### src/rtl/mem_port_arbiter.sv
// Round-robin arbiter sharing one synchronous memory port between requesters A and B.
// Latency: grant is combinational (0 cycles); read data returns with RVALID one cycle after the grant edge.
// Backpressure: a requester holds REQ/WE/ADDR/WD until it sees GNT; a lock owner may keep the port for at most MAX_LOCK grants.
module mem_port_arbiter #(
  parameter int AW       = 8,
  parameter int DW       = 16,
  parameter int MAX_LOCK = 4
) (
  input  logic          CLK,
  input  logic          RST_N,
  // requester A (instruction fetch)
  input  logic          A_REQ,
  input  logic          A_LOCK,
  input  logic          A_WE,
  input  logic [AW-1:0] A_ADDR,
  input  logic [DW-1:0] A_WD,
  output logic          A_GNT,
  output logic          A_RVALID,
  output logic [DW-1:0] A_RD,
  // requester B (load/store)
  input  logic          B_REQ,
  input  logic          B_LOCK,
  input  logic          B_WE,
  input  logic [AW-1:0] B_ADDR,
  input  logic [DW-1:0] B_WD,
  output logic          B_GNT,
  output logic          B_RVALID,
  output logic [DW-1:0] B_RD,
  // memory port
  output logic [AW-1:0] M_ADDR,
  output logic [DW-1:0] M_WD,
  output logic          M_WE,
  input  logic [DW-1:0] M_RD
);

  typedef enum logic [1:0] {
    ARB    = 2'd0,
    LOCK_A = 2'd1,
    LOCK_B = 2'd2
  } state_t;

  // Counter must be able to hold MAX_LOCK itself.
  localparam int            CW      = (MAX_LOCK < 2) ? 1 : $clog2(MAX_LOCK + 1);
  localparam logic [CW-1:0] MAX_CNT = CW'(MAX_LOCK);
  localparam bit            MULTI   = (MAX_LOCK > 1);

  state_t        state_q, state_d;
  logic          prio_q, prio_d;          // 0 = A has priority, 1 = B
  logic [CW-1:0] lock_cnt_q, lock_cnt_d;
  logic          rd_pend_q, rd_pend_d;
  logic          rd_owner_q, rd_owner_d;  // 0 = A, 1 = B

  logic          hold_a, hold_b;
  logic          gnt_a, gnt_b;
  logic          win_lock;
  logic [CW-1:0] cnt_inc;

  // Grant selection: lock owner first, then single requester, then priority.
  always_comb begin
    hold_a = (state_q == LOCK_A) & A_REQ & A_LOCK;
    hold_b = (state_q == LOCK_B) & B_REQ & B_LOCK;
    gnt_a  = 1'b0;
    gnt_b  = 1'b0;
    if (hold_a) begin
      gnt_a = 1'b1;
    end else if (hold_b) begin
      gnt_b = 1'b1;
    end else if (A_REQ & B_REQ) begin
      gnt_a = ~prio_q;
      gnt_b = prio_q;
    end else begin
      gnt_a = A_REQ;
      gnt_b = B_REQ;
    end
  end

  // Memory port follows the winner; write enable is suppressed while in reset.
  always_comb begin
    M_ADDR = '0;
    M_WD   = '0;
    M_WE   = 1'b0;
    if (gnt_a) begin
      M_ADDR = A_ADDR;
      M_WD   = A_WD;
      M_WE   = A_WE & RST_N;
    end else if (gnt_b) begin
      M_ADDR = B_ADDR;
      M_WD   = B_WD;
      M_WE   = B_WE & RST_N;
    end
  end

  // Next state: priority flip, lock tracking and read-return bookkeeping.
  always_comb begin
    state_d    = state_q;
    prio_d     = prio_q;
    lock_cnt_d = lock_cnt_q;
    cnt_inc    = lock_cnt_q + CW'(1);
    win_lock   = gnt_a ? A_LOCK : B_LOCK;

    if (gnt_a | gnt_b) begin
      prio_d = gnt_a;  // the other side gets priority next
    end

    if (hold_a | hold_b) begin
      // Owner keeps the port until the streak reaches MAX_LOCK.
      if (cnt_inc == MAX_CNT) begin
        state_d    = ARB;
        lock_cnt_d = '0;
      end else begin
        lock_cnt_d = cnt_inc;
      end
    end else if ((gnt_a | gnt_b) & win_lock & MULTI) begin
      state_d    = gnt_a ? LOCK_A : LOCK_B;
      lock_cnt_d = CW'(1);
    end else begin
      state_d    = ARB;
      lock_cnt_d = '0;
    end

    rd_pend_d  = (gnt_a & ~A_WE) | (gnt_b & ~B_WE);
    rd_owner_d = gnt_b;
  end

  // State registers with synchronous active-low reset.
  always_ff @(posedge CLK) begin
    if (!RST_N) begin
      state_q    <= ARB;
      prio_q     <= 1'b0;
      lock_cnt_q <= '0;
      rd_pend_q  <= 1'b0;
      rd_owner_q <= 1'b0;
    end else begin
      state_q    <= state_d;
      prio_q     <= prio_d;
      lock_cnt_q <= lock_cnt_d;
      rd_pend_q  <= rd_pend_d;
      rd_owner_q <= rd_owner_d;
    end
  end

  // RVALID is masked while reset is held so an in-flight read is never reported.
  assign A_GNT    = gnt_a;
  assign B_GNT    = gnt_b;
  assign A_RVALID = rd_pend_q & ~rd_owner_q & RST_N;
  assign B_RVALID = rd_pend_q & rd_owner_q & RST_N;
  assign A_RD     = M_RD;
  assign B_RD     = M_RD;

endmodule

### config.mk
export PLATFORM = sky130hd
export DESIGN_NAME = mem_port_arbiter
export DESIGN_NICKNAME = d
export VERILOG_FILES = /design/src/rtl/mem_port_arbiter.sv
export SDC_FILE = /design/constraint.sdc
export NUM_CORES = 1
export LEC_CHECK = 0
export CAP_MARGIN = 0
export CORE_UTILIZATION = 30
export CTS_BUF_LIST = sky130_fd_sc_hd__clkbuf_16
export CTS_CLUSTER_SIZE = 30
export DETAILED_ROUTE_END_ITERATION = 8
export PLACE_DENSITY = 0.89
export SETUP_SLACK_MARGIN = 0.1
export SYNTH_ARGS = -nofsm -noshare
export SYNTH_HDL_FRONTEND = slang
export SYNTH_SLANG_ARGS = --single-unit
### constraint.sdc
create_clock -name CLK -period 6.2 [get_ports CLK]
set_input_delay 1.86 -clock CLK [delete_from_list [all_inputs] [get_ports CLK]]
set_output_delay 1.86 -clock CLK [all_outputs]
set_load 0.1 [all_outputs]
==> impl_results.md <==
* Global-route layer with the greatest usage: met2
* Non-filler instance count after layout at 258
* Final worst path period need at 5.66 ns
* Remaining antenna violation count after routing at 0
* P&R area growth vs syn at 79.6%
* Final routed wirelength across all metal layers at ~3900 um
* Core region area at about 0.0037 sq mm
* DRC violation count after routing at 0
* Static leakage at roughly 0.86 nW
* Top-Level Pins at 133
* GRT Resource Usage Total at between 10% and 20%
* Combined area of all synthesized cells at between 0.001 and 0.0015 sq mm
* GRT Residual Overflow at 0
* Final setup violation count at 0
* VDD IR max at approximately 0.00013 V
* Class of the tightest hold or removal check: flop to flop
* Final hold violation count at 0
* Via count of the first global-routing pass at 1284
* Avg Cell Area, Syn at about 7.5 sq um
* Final TNS setup at 0 ns
* Share of the synthesized area in the top cell type at a little over a fifth
* Setup repair after global routing missed its margin: false
* Placed wire-length estimate after detailed placement at around 3000 um
* Maximum buffer depth of the clock tree at 2
* Actual transition at the worst max-transition pin at 0.660 ns
* Largest net degree at the start of global routing at 26
* Power per Cell Area at roughly 200 mW/mm^2
* Initial Util at 32.2%
* Crit path max fanout at 13
* Area of the multi-input gates at between 700 and 800 sq um
* Clk_lat worst skew at 0.23 ns
* Die Span X at 65.3 um
* Tcrit/Tclk final at 91.3%
* Number of sinks on the clock net at 8
* Required time of the worst setup path at 4.34 ns
* Global-route wire length before repair at 6150 um
* Number of H-tree levels at 1
* Final setup skew at 0.000247 ns
* Max-capacitance violation count at 0
* Crit path kind: input port to primary output
* Count of unique library cells instantiated by Yosys at 32
* Met2 Use GR at ~36%
* Quantity of hold-fixing buffers added after cts at 0
* Final total power at 0.444 mW
* Post-synth top flop: dfxtp_1
* Async set or reset register ratio after synthesis at 0%
* Library cell occupying the most area in the post-synthesis netlist: buf_4
* Maximum clock rate at between 0.15 and 0.2 GHz
* Global-route met3 utilization at about 4.3%
* DRC violation total after the first TritonRoute iteration at 26
* Register cell area after layout at around 160 sq um
* Global routing usage on met1 at a little under a fifth
* FILL cells at about 340
* Detailed-route via count at 1235
* Status: completed
* Clock input transition at the sequential cells of the worst setup and hold paths at 0.04 ns
* Antenna violations before repair at 0
* Number of vias per cell after detailed routing at between 4 and 5
* Slew Limit Headroom at a little under three fifths
* Number of nets in the synthesized netlist at 234
* Category of the worst setup path launch point: input port
* Most area-consuming cells after synthesis: buf_4 (22%), o21ai_2 (14%), dfxtp_1 (13%)
* Number of placed instances with taps included at around 260
* Cell with the most instances after synthesis: buf_4
* Quantity of gates resized following cts at 0
* Routability cong. at 0.821
* Wire length per cell after detailed routing at roughly 15 um
* Layout Nets at about 290
* Post-synth EDFFs at 0
* Cell types with the highest counts after synthesis: buf_4 (35), nand2_1 (26), nand3_1 (26), o21ai_2 (19), dfxtp_1 (8)
* Portion of the post-synthesis area used by sequential elements at a little over an eighth
* Synthesis warning total at 0
* # port buffers at 84
* Number of slew-limit violations in the final report at 0
* Clock root buffer: clkbuf_16
* Standard-cell row count at 22
* Synth Register Bits at 8
* CTS tree: yes
* Number of instances in the synthesized netlist at 160
* Number of optimization iterations in the first detailed-route pass at 4
* Layout cells sized above 1 at a little under a third
* Critical Path Sink Type: primary output
* WP data arrival at between 3 and 4 ns
* Die footprint at 0.00427 sq mm
* Height of the die at 65.3 um
* Buffers inserted by post-CTS timing repair at 0
* Diodes inserted at 0
* Number of buffers created by CTS at 3
## per-stage QoR
stage,instance area [sq um],util (%),setup slack (ns),hold WS (ns)
after global routing,2160,57.8,0.407,0.512
final,2160,57.8,0.537,0.476
after detailed placement,2090,55.7,0.524,0.466
after floorplan,1200,-,0.432,0.438
after global placement,2090,55.7,0.581,0.455
after CTS,2160,57.8,0.511,0.477
## flip-flops by register name, indices dropped and copies added (netlist names)
name / count
rd_pend_q: 1
lock_cnt_q: 3
rd_owner_q: 1
prio_q: 1
state_q: 2
## power breakdown
part | total, mW | internal (mW) | leakage, nW | switching, mW
clock network | 0.108 | 0.0831 | 0.0370 | 0.0251
registers | 0.0568 | 0.0545 | 0.0657 | 0.00238
logic | 0.279 | 0.108 | 0.760 | 0.171
## cells by family (layout without fill, tap and decap cells)
group / count (synthesis) / after routing / share of synthesized area [%]
flip-flops: 8 / 8 / 13.3
adder cells (fa/ha/maj): 2 / 2 / 2.08
AO/OA/AOI/OAI: 36 / 36 / 26.3
AND/OR/NAND/NOR: 69 / 69 / 30.7
buffers and inverters: 45 / 95 / 27.7
## worst max-delay path: stages
cell             delay [ns]
clkdlybuf4s50_1        0.53
and2_2                 0.24
a22o_1                 0.38
buf_4                  0.26
nand2_1                0.08
o21ai_1                0.24
buf_12                 0.21
## placed cells by master (no fill, tap or decap), types with 2 or more instances in the layout
master and instances:
o21ai_1 5, o2bb2ai_1 3, and3_1 2, nand2_1 26
nand2b_1 2, a21boi_0 2, o21ai_2 19, buf_4 6
clkdlybuf4s50_1 55, clkbuf_16 3, nand3_1 26, buf_12 27
ha_1 2, dfxtp_1 8, nand3b_1 2, and2_1 3
inv_1 3
## layer usage
layer  vias up  wire (um)
li1        620          -
met1       542       1390
met2        60       2090
met3        13        340
met4         0         42
met5         -          0
## path summary, 6_finish.rpt
| kind | from | to | slack (ns) | cells after the start |
|---|---|---|---|---|
| setup / recovery | B_REQ | M_WD[15] | 0.54 | 7 |
| hold / removal | state_q[1] | state_q[1] | 0.48 | 1 |
| setup reg to reg | prio_q | lock_cnt_q[0] | 4.60 | 5 |
| hold reg to reg | state_q[1] | state_q[1] | 0.48 | 1 |
## layout make-up
| class | count | area share [%] |
|---|---|---|
| repair buffers | 88 | 52.5 |
| multi-input cells | 107 | 32.9 |
| flip-flops and latches | 8 | 7.41 |
| clock buffers | 3 | 3.47 |
| well taps | 48 | 2.78 |
| inverters | 4 | 0.926 |
(Power assumes the default switching activity.)
